**src/rtl/bsg_alu_pkg.sv**
```systemverilog
// bsg_alu_pkg
//  Shared types for the bsg_alu command path.
//  - bsg_alu_op_e : ALU opcode encoding (AND, XOR, NAND, ADD).
//  - `DECLARE_BSG_ALU_CMD_S(width) : declares bsg_alu_cmd_s {op, a, b} for a given
//    operand width. Declare it inside the module that knows the width.
//  - bsg_alu_cmd_width : packed width of a command, for flattened ports.
`ifndef BSG_ALU_PKG_SV
`define BSG_ALU_PKG_SV

`define DECLARE_BSG_ALU_CMD_S(width_mp) \
  typedef struct packed { \
    bsg_alu_op_e             op; \
    logic [(width_mp)-1:0]   a; \
    logic [(width_mp)-1:0]   b; \
  } bsg_alu_cmd_s

package bsg_alu_pkg;

  typedef enum logic [1:0] {
    e_alu_and  = 2'b00,
    e_alu_xor  = 2'b01,
    e_alu_nand = 2'b10,
    e_alu_add  = 2'b11
  } bsg_alu_op_e;

  function automatic int bsg_alu_cmd_width(input int width);
    return 2 + 2 * width;
  endfunction

endpackage

`endif

```
**src/rtl/bsg_alu_cmd_fifo.sv**
```systemverilog
// bsg_alu_cmd_fifo
//  els_p-deep circular command buffer, one write and one read port.
//  Ports:
//    clk_i    in  1          clock
//    reset_i  in  1          asynchronous reset, active-high (empties the buffer)
//    v_i      in  1          write request; ignored while full
//    data_i   in  cmd width  command to write (flattened bsg_alu_cmd_s)
//    full_o   out 1          no free entry
//    empty_o  out 1          no valid entry
//    data_o   out cmd width  head entry (valid when !empty_o)
//    yumi_i   in  1          pop the head; ignored while empty
module bsg_alu_cmd_fifo
  import bsg_alu_pkg::*;
#(
  parameter int width_p = 1,
  parameter int els_p   = 2
) (
  input  logic                                    clk_i,
  input  logic                                    reset_i,
  input  logic                                    v_i,
  input  logic [bsg_alu_cmd_width(width_p)-1:0]   data_i,
  output logic                                    full_o,
  output logic                                    empty_o,
  output logic [bsg_alu_cmd_width(width_p)-1:0]   data_o,
  input  logic                                    yumi_i
);

  localparam int cmd_width_lp = bsg_alu_cmd_width(width_p);
  localparam int ptr_width_lp = $clog2(els_p);

  // Pointers carry one extra wrap bit: equal pointers mean empty, pointers that
  // differ only in the wrap bit mean full. els_p is a power of two, so a plain
  // increment wraps the index field at els_p.
  logic [ptr_width_lp:0]     r_wr_ptr;
  logic [ptr_width_lp:0]     r_rd_ptr;
  logic [cmd_width_lp-1:0]   r_mem [els_p];

  logic [ptr_width_lp-1:0]   w_wr_idx;
  logic [ptr_width_lp-1:0]   w_rd_idx;
  logic                      w_we;
  logic                      w_re;

  assign w_wr_idx = r_wr_ptr[ptr_width_lp-1:0];
  assign w_rd_idx = r_rd_ptr[ptr_width_lp-1:0];

  assign empty_o = (r_wr_ptr == r_rd_ptr);
  assign full_o  = (r_wr_ptr[ptr_width_lp] != r_rd_ptr[ptr_width_lp]) &&
                   (w_wr_idx == w_rd_idx);

  assign w_we = v_i & ~full_o;
  assign w_re = yumi_i & ~empty_o;

  always_ff @(posedge clk_i or posedge reset_i) begin
    if (reset_i) begin
      r_wr_ptr <= '0;
      r_rd_ptr <= '0;
    end else begin
      if (w_we) r_wr_ptr <= r_wr_ptr + 1'b1;
      if (w_re) r_rd_ptr <= r_rd_ptr + 1'b1;
    end
  end

  // Storage needs no reset: entries are only read after being written.
  always_ff @(posedge clk_i) begin
    if (w_we) r_mem[w_wr_idx] <= data_i;
  end

  // The head is read without a register so the issue stage can load it on the
  // same edge that pops it.
  assign data_o = r_mem[w_rd_idx];

endmodule

```
**src/rtl/bsg_alu_issue.sv**
```systemverilog
// bsg_alu_issue
//  Command stage in front of a combinational bsg_alu. Commands are buffered,
//  issued from registers onto alu_*_o, and the ALU result is captured into an
//  output register handed off with valid/yumi. The ALU sits between two flops.
//  Ports:
//    clk_i      in  1        clock
//    reset_i    in  1        asynchronous reset, active-high; drops in-flight work
//    v_i        in  1        command valid
//    op_i       in  2        00 AND, 01 XOR, 10 NAND, 11 ADD
//    a_i, b_i   in  width_p  operands
//    ready_o    out 1        command accepted when v_i & ready_o
//    alu_op_o   out 2        registered opcode to the ALU
//    alu_a_o    out width_p  registered operand a to the ALU
//    alu_b_o    out width_p  registered operand b to the ALU
//    alu_res_i  in  width_p  ALU result (combinational from alu_*_o)
//    v_o        out 1        result valid
//    data_o     out width_p  result
//    op_o       out 2        opcode that produced data_o
//    yumi_i     in  1        consumer takes the result; only legal with v_o
//    count_o    out          commands in flight (buffer + issue + result)
module bsg_alu_issue
  import bsg_alu_pkg::*;
#(
  // Must be set by the instantiating design; 1 only keeps standalone elaboration legal.
  parameter int width_p = 1,
  parameter int els_p   = 2
) (
  input  logic                         clk_i,
  input  logic                         reset_i,
  input  logic                         v_i,
  input  logic [1:0]                   op_i,
  input  logic [width_p-1:0]           a_i,
  input  logic [width_p-1:0]           b_i,
  output logic                         ready_o,
  output logic [1:0]                   alu_op_o,
  output logic [width_p-1:0]           alu_a_o,
  output logic [width_p-1:0]           alu_b_o,
  input  logic [width_p-1:0]           alu_res_i,
  output logic                         v_o,
  output logic [width_p-1:0]           data_o,
  output logic [1:0]                   op_o,
  input  logic                         yumi_i,
  output logic [$clog2(els_p+3)-1:0]   count_o
);

  localparam int cmd_width_lp   = bsg_alu_cmd_width(width_p);
  localparam int count_width_lp = $clog2(els_p + 3);

  `DECLARE_BSG_ALU_CMD_S(width_p);

  bsg_alu_cmd_s              w_cmd_in;
  bsg_alu_cmd_s              w_head;
  logic [cmd_width_lp-1:0]   w_head_flat;
  logic                      w_full;
  logic                      w_empty;
  logic                      w_accept;
  logic                      w_advance;
  logic                      w_pop;
  logic                      w_take;

  // Issue stage
  logic                      r_iv;
  logic [1:0]                r_alu_op;
  logic [width_p-1:0]        r_alu_a;
  logic [width_p-1:0]        r_alu_b;

  // Result stage
  logic                      r_v;
  logic [width_p-1:0]        r_data;
  logic [1:0]                r_op;

  logic [count_width_lp-1:0] r_count;

  assign w_cmd_in = '{op: bsg_alu_op_e'(op_i), a: a_i, b: b_i};
  assign w_head   = bsg_alu_cmd_s'(w_head_flat);

  // No pass-through: acceptance looks only at this cycle's full flag, so a
  // full buffer refuses input even on a cycle that also pops.
  assign w_accept  = v_i & ~w_full;
  // Both pipeline stages move together whenever the result slot is free or
  // being emptied this cycle.
  assign w_advance = ~r_v | yumi_i;
  assign w_pop     = w_advance & ~w_empty;
  assign w_take    = yumi_i & r_v;

  bsg_alu_cmd_fifo #(
    .width_p (width_p),
    .els_p   (els_p)
  ) u_fifo (
    .clk_i   (clk_i),
    .reset_i (reset_i),
    .v_i     (w_accept),
    .data_i  (w_cmd_in),
    .full_o  (w_full),
    .empty_o (w_empty),
    .data_o  (w_head_flat),
    .yumi_i  (w_pop)
  );

  // Issue registers keep their last operands when idle so the ALU inputs only
  // toggle when a new command is issued.
  always_ff @(posedge clk_i or posedge reset_i) begin
    if (reset_i) begin
      r_iv     <= 1'b0;
      r_alu_op <= '0;
      r_alu_a  <= '0;
      r_alu_b  <= '0;
    end else if (w_advance) begin
      r_iv <= ~w_empty;
      if (!w_empty) begin
        r_alu_op <= w_head.op;
        r_alu_a  <= w_head.a;
        r_alu_b  <= w_head.b;
      end
    end
  end

  always_ff @(posedge clk_i or posedge reset_i) begin
    if (reset_i) begin
      r_v    <= 1'b0;
      r_data <= '0;
      r_op   <= '0;
    end else if (w_advance) begin
      r_v    <= r_iv;
      r_data <= alu_res_i;
      r_op   <= r_alu_op;
    end
  end

  always_ff @(posedge clk_i or posedge reset_i) begin
    if (reset_i) begin
      r_count <= '0;
    end else begin
      case ({w_accept, w_take})
        2'b10:   r_count <= r_count + count_width_lp'(1);
        2'b01:   r_count <= r_count - count_width_lp'(1);
        default: r_count <= r_count;
      endcase
    end
  end

  assign ready_o  = ~w_full;
  assign alu_op_o = r_alu_op;
  assign alu_a_o  = r_alu_a;
  assign alu_b_o  = r_alu_b;
  assign v_o      = r_v;
  assign data_o   = r_data;
  assign op_o     = r_op;
  assign count_o  = r_count;

`ifndef SYNTHESIS
  a_yumi_needs_v : assert property (@(posedge clk_i) disable iff (reset_i)
    yumi_i |-> r_v);
  a_op_known : assert property (@(posedge clk_i) disable iff (reset_i)
    v_i |-> !$isunknown(op_i));
`endif

endmodule

```
**config.mk**
```make
export PLATFORM = sky130hd
export DESIGN_NAME = bsg_alu_issue
export DESIGN_NICKNAME = d
export VERILOG_FILES = /design/src/rtl/bsg_alu_pkg.sv /design/src/rtl/bsg_alu_cmd_fifo.sv /design/src/rtl/bsg_alu_issue.sv
export SDC_FILE = /design/constraint.sdc
export NUM_CORES = 1
export LEC_CHECK = 0
export BUFFER_PORTS_ARGS = -buffer_cell sky130_fd_sc_hd__buf_2
export CAP_MARGIN = 20
export CORE_ASPECT_RATIO = 0.6
export CORE_UTILIZATION = 47
export CTS_CLUSTER_DIAMETER = 50
export DETAILED_ROUTE_END_ITERATION = 10
export PLACE_DENSITY_LB_ADDON = 0.12
export REMOVE_ABC_BUFFERS = 1
export SYNTH_ARGS = -nofsm -noshare
export SYNTH_HDL_FRONTEND = slang
export SYNTH_SLANG_ARGS = --single-unit
```
**constraint.sdc**
```tcl
create_clock -name clk_i -period 1.8 [get_ports clk_i]
set_input_delay 0.36 -clock clk_i [delete_from_list [all_inputs] [get_ports clk_i]]
set_output_delay 0.36 -clock clk_i [all_outputs]
set_load 0.03 [all_outputs]
```
Word level (Yosys, flattened, before mapping) --
Memories as Yosys holds them, arrays and structs flattened. A register that Yosys moved wholly into a read port is not among the register bits. Cells that the tools add are included.
Storage, ports and cells: register bits after elaboration 12, latch bits 0, RAM bits 8, memory bits (read-only) 0, bits of input ports 9, output and inout bits 12, logic and storage cells 32, memories 1
Memories:
- u_fifo.r_mem | depth 2, bits a word 4, read ports 1, clocked after Yosys merged registers in 1, write ports 1, RTL line bsg_alu_cmd_fifo.sv:36 | logic [cmd_width_lp-1:0] r_mem [els_p];
Operators by class: $add $sub $neg 4, $mul 0, divide/modulo/power cells 0, magnitude comparators 0, equality and inequality tests 5, shifts and indexed selects 0, muxes and demuxes 3, bitwise gates (word level) 9, reductions and logical operators 3
Operators with widths (count):
- case mux 3 bit (2 select lines) | 1
- bitwise AND 1 bit | 5
- adder 2 x 1 -> 2 bit, second input constant | 2
- adder 3 x 1 -> 3 bit, second input constant | 1
- inverter 1 bit | 3
- subtractor 3 x 1 -> 3 bit, second input constant | 1
- == test 2 x 1 -> 1 bit, second input constant | 1
- == test 2 bit | 1
- == test 2 bit, second input constant | 1
- two-way mux 1 bit | 2
- AND reduction 2 bit | 1
- nonzero test 2 bit | 1
- == test 1 bit | 1
- logical AND 1 bit | 1
- inequality test 1 bit | 1
- OR 1 bit | 1

Depth between registers and ports, before layout --
depth in word-level cells 7, gate-level depth with buffers 9, gate-level depth less buffers 8

Modules after synthesis --
From an unflattened synthesis, not the netlist that was laid out.
Second synthesis, totals: cell total of the unflattened synthesis 80, area, all modules 1106.1 sq um
By module, submodules not included:
- bsg_alu_issue | instances 1, cells each 41, area an instance 564.3 sq um, seq. area each 300.3 sq um
- bsg_alu_cmd_fifo | instances 1, cells each 39, area an instance 541.8 sq um, seq. area each 340.3 sq um

Worst setup path before layout --
OpenSTA, ideal clock, no wires.
kind register -> register, from register u_fifo.r_wr_ptr[0], to register r_count[2], in the netlist count_o[2], setup time 0.080 ns, arrival time 1.834 ns, required time 1.720 ns, slack -0.115 ns, stages on the path, launching flop included 10, path buffers 1, period minus slack after synthesis 1.915 ns, cell sequence dfrtp_1 buf_2 xor2_1 o21ai_2 ha_1 inv_1 fa_1 xor2_1 nor2_1 xor2_1
Between the ends: cells in the longest elaborated chain, start to end 6, elaborated cells between the ends (all ways) 8, classes of those cells 3 x eq/ne; 1 x mux; 2 x bitwise; 2 x reduce/logical
RTL lines:
- start: declaration | RTL line bsg_alu_cmd_fifo.sv:34 | logic [ptr_width_lp:0] r_wr_ptr;
- start signal: assignment | RTL line bsg_alu_cmd_fifo.sv:58 | if (w_we) r_wr_ptr <= r_wr_ptr + 1'b1;
- == test 1 bit (*) | RTL line bsg_alu_cmd_fifo.sv:48 | (w_wr_idx == w_rd_idx);
- logical AND 1 bit (*) | RTL line bsg_alu_cmd_fifo.sv:47 | assign full_o = (r_wr_ptr[ptr_width_lp] != r_rd_ptr[ptr_width_lp]) &&
- inverter 1 bit (*) | RTL line bsg_alu_issue.sv:79 | assign w_accept = v_i & ~w_full;
- bitwise AND 1 bit (*) | RTL line bsg_alu_issue.sv:79
- == test 2 x 1 -> 1 bit or == test 2 bit (tied branches) | RTL line bsg_alu_issue.sv:134 | case ({w_accept, w_take})
- case mux 3 bit (2 select lines) or nonzero test 2 bit (tied branches)
- end signal: assignment | RTL line bsg_alu_issue.sv:135 | 2'b10: r_count <= r_count + count_width_lp'(1);
- end signal: assignment | RTL line bsg_alu_issue.sv:136 | 2'b01: r_count <= r_count - count_width_lp'(1);
- end signal: assignment | RTL line bsg_alu_issue.sv:137 | default: r_count <= r_count;
- end: declaration | RTL line bsg_alu_issue.sv:72 | logic [count_width_lp-1:0] r_count;
Every way passes the cells marked *; elsewhere a longest branch is shown, timed or not. A chain may end at the register's enable or synchronous reset.

Final worst setup path --
from register u_fifo.r_wr_ptr[1], to register r_count[2], in the netlist count_o[2]
Between the ends: cells in the longest elaborated chain, start to end 6, elaborated cells between the ends (all ways) 8, classes of those cells 3 x eq/ne; 1 x mux; 2 x bitwise; 2 x reduce/logical
RTL lines (RTL line):
- inequality test 1 bit (*) | bsg_alu_cmd_fifo.sv:47
- logical AND 1 bit (*) | bsg_alu_cmd_fifo.sv:47
- inverter 1 bit (*) | bsg_alu_issue.sv:79
- bitwise AND 1 bit (*) | bsg_alu_issue.sv:79
- == test 2 x 1 -> 1 bit or == test 2 bit (tied branches) | bsg_alu_issue.sv:134
- case mux 3 bit (2 select lines) or nonzero test 2 bit (tied branches)
Marked as above.

==> impl_results.md <==
- Final HPWL DP: 1.36 mm
- Yosys top cell by area: dfrtp_1
- Synth unique cells: 22
- HP Class: input port to asynchronous set/reset pin
- RSZ-0062 raised after global routing: true
- Vias in the first global route: 600
- Congestion Overflow GR: 0
- Area Growth Syn to Fin: 22.0%
- First-pass GRT wire length: 2.95 mm
- H-tree depth: 1
- Crit share post-route: 103%
- Largest net degree at the start of global routing: 17
- Worst Tran Pin Value: 0.622 ns
- CORE AREA: 1950 µm²
- Die width: 62.4 µm
- Routed wire length: 1.86 mm
- Initial antenna violation count: 0
- DIE AREA: 2390 µm²
- RePlAce Congestion: 0.700
- Slew margin rel.: 58.5%
- Skew final: 0.00681 ns
- Final instance area: 1260 µm²
- Critical path class: flop to flop
- IO Count: 21
- Result of the run: complete, but fails checks
- CP arrival: 2.09 ns
- Final net count: 109
- CTS clk-pin slew, worst paths: 0.13 ns
- Routed WL per cell: 14.9 µm
- Failing checks: setup timing
- Clk Latency, worst-skew pair: 0.31 ns
- Ant. Diodes: 0
- Hold violation total from the final report: 0
- Sequential fraction of the synthesis area: 62.2%
- IO buf count: 20
- Pre-CTS setup slack: -0.0936 ns
- Setup crit end kind: flop
- Synthesized flop and latch total: 24
- Chip height: 38.3 µm
- Final Non-Filler Cells: 125
- Post-route worst setup slack: -0.0532 ns
- YS warnings: 0
- Critical Path RT: 2.04 ns
- Antenna-violating nets left: 0
- Avg Synthesized Cell Area: 15.1 µm²
- F_max: 540 MHz
- CTS sink cnt: 24
- Root Driver: clkbuf_4
- Post-Syn Instances: 68
- Placed Area: 1190 µm²
- Mapped cell area: 1030 µm²
- 1st-iter DRT viols: 16
- Layout cell share with drive strength beyond 1: 51.5%
- Setup crit start kind: flop
- Setup TNS: -0.0532 ns
- Most frequent cells in the layout: 19 x buf_2, 16 x dfrtp_1, 11 x mux2_2
- Post-Place Cells: 119
- Post-route minimum period: 1.85 ns
- Routed vias/inst: 4.85
- Via Count: 606
- GRT Util Overall: 17.8%
- Max Cap Viol: 0
- Final Max Slew Viols: 0
- Row cnt: 12
- First drt pass iteration count: 4
- Most common cell after layout, fill and taps aside: buf_2
- DRC Markers: 0
- Crit Path Max Fanout: 2
- Ranking of synthesized cells by area: dfrtp_1 39%, edfxtp_1 23%, mux2_2 12%
- Final Setup Violations: 1
- Post-synth top area share: 38.9%
- Initial Utilization: 52.8%
- Num CTS Buffers: 3
- Clk buf depth: 2
- CTS tree: built
==> worst paths after layout <==
kind | start | to | slack, ns | cells after the start
min in group clk_i | a_i | u_fifo.r_mem[0][1] | 0.24 | 1
max | u_fifo.r_wr_ptr[1] | count_o[2] | -0.05 | 8
max in group asynchronous | reset_i | v_o | 1.30 | 2
max reg2reg | u_fifo.r_wr_ptr[1] | count_o[2] | -0.05 | 8
min | reset_i | u_fifo.r_rd_ptr[0] | 0.10 | 2
min reg2reg | r_iv | v_o | 0.48 | 1
==> synth_stat cells <==
master,number
a211oi_1,1
o21ai_2,1
edfxtp_1,8
dfrtp_1,16
xnor2_1,4
nor2_1,2
mux2_2,11
nor2b_1,1
and2_1,1
xor2_1,4
buf_4,1
fa_1,1
xnor2_2,2
mux2i_1,1
o211ai_1,1
buf_2,2
or2_2,1
inv_1,6
a21oi_4,1
nand2b_1,1
ha_1,1
a21o_1,1
==> per-stage QoR <==
step / hold slack [ns] / utilization [%]
after floorplan: 0.274 / -
after global placement: 0.452 / 61.1
after detailed placement: 0.459 / 61.1
after CTS: 0.119 / 64.0
after global routing: 0.163 / 64.4
final: 0.103 / 64.4
==> routing by layer <==
layer,wire length [µm],part of all wire [%],vias to the layer above,track usage [%]
met4,24,1.3,0,1.74
met5,0,0,-,0
li1,-,-,284,-
met3,112,6.0,4,5.36
met1,832,45,291,22.4
met2,889,48,27,32.1
==> critical path: stages (launching register included) <==
cell and delay (ns):
dfrtp_1 0.44, xnor2_2 0.17, o21ai_2 0.15, ha_2 0.20, inv_2 0.04, fa_2 0.34, xor2_1 0.15, nor2_1 0.11
xor2_1 0.17
==> repair_timing <==
item                                    in CTS  in global routing
buffers inserted                             1                  2
hold buffers                                 0                  0
gates cloned                                 0                  0
gates resized for setup                      6                  0
pin swaps                                    3                  1
endpoints found under the setup margin       1                  2
==> state kept, by name (all words and copies together) (netlist names) <==
name             flops
v_o                  1
op_o                 2
data_o               1
count_o              3
alu_op_o             2
r_iv                 1
alu_b_o              1
u_fifo.r_mem         8
alu_a_o              1
u_fifo.r_wr_ptr      2
u_fifo.r_rd_ptr      2
==> final cells by class <==
class | count | area [µm²]
multi-input cells | 35 | 365
well taps | 28 | 35.0
clock buffers | 3 | 22.5
clock inverters | 1 | 3.75
repair buffers | 28 | 166
fillers | 154 | 696
flip-flops and latches | 24 | 641
inverters | 6 | 22.5
==> cells by family (layout without fill, tap and decap cells) <==
group | after synthesis | after routing | synth area share, %
buffers and inverters | 9 | 38 | 3.89
adders and majority gates | 2 | 2 | 3.16
AOI/OAI and AO/OA | 5 | 5 | 4.62
DFF | 24 | 24 | 62.2
muxes | 12 | 12 | 13.0
and+or+nand+nor | 6 | 6 | 3.16
xor gates and xnor gates | 10 | 10 | 9.96
Power is not shown: default switching activity piles up to over one toggle a cycle in this logic, so the estimate is an artifact.
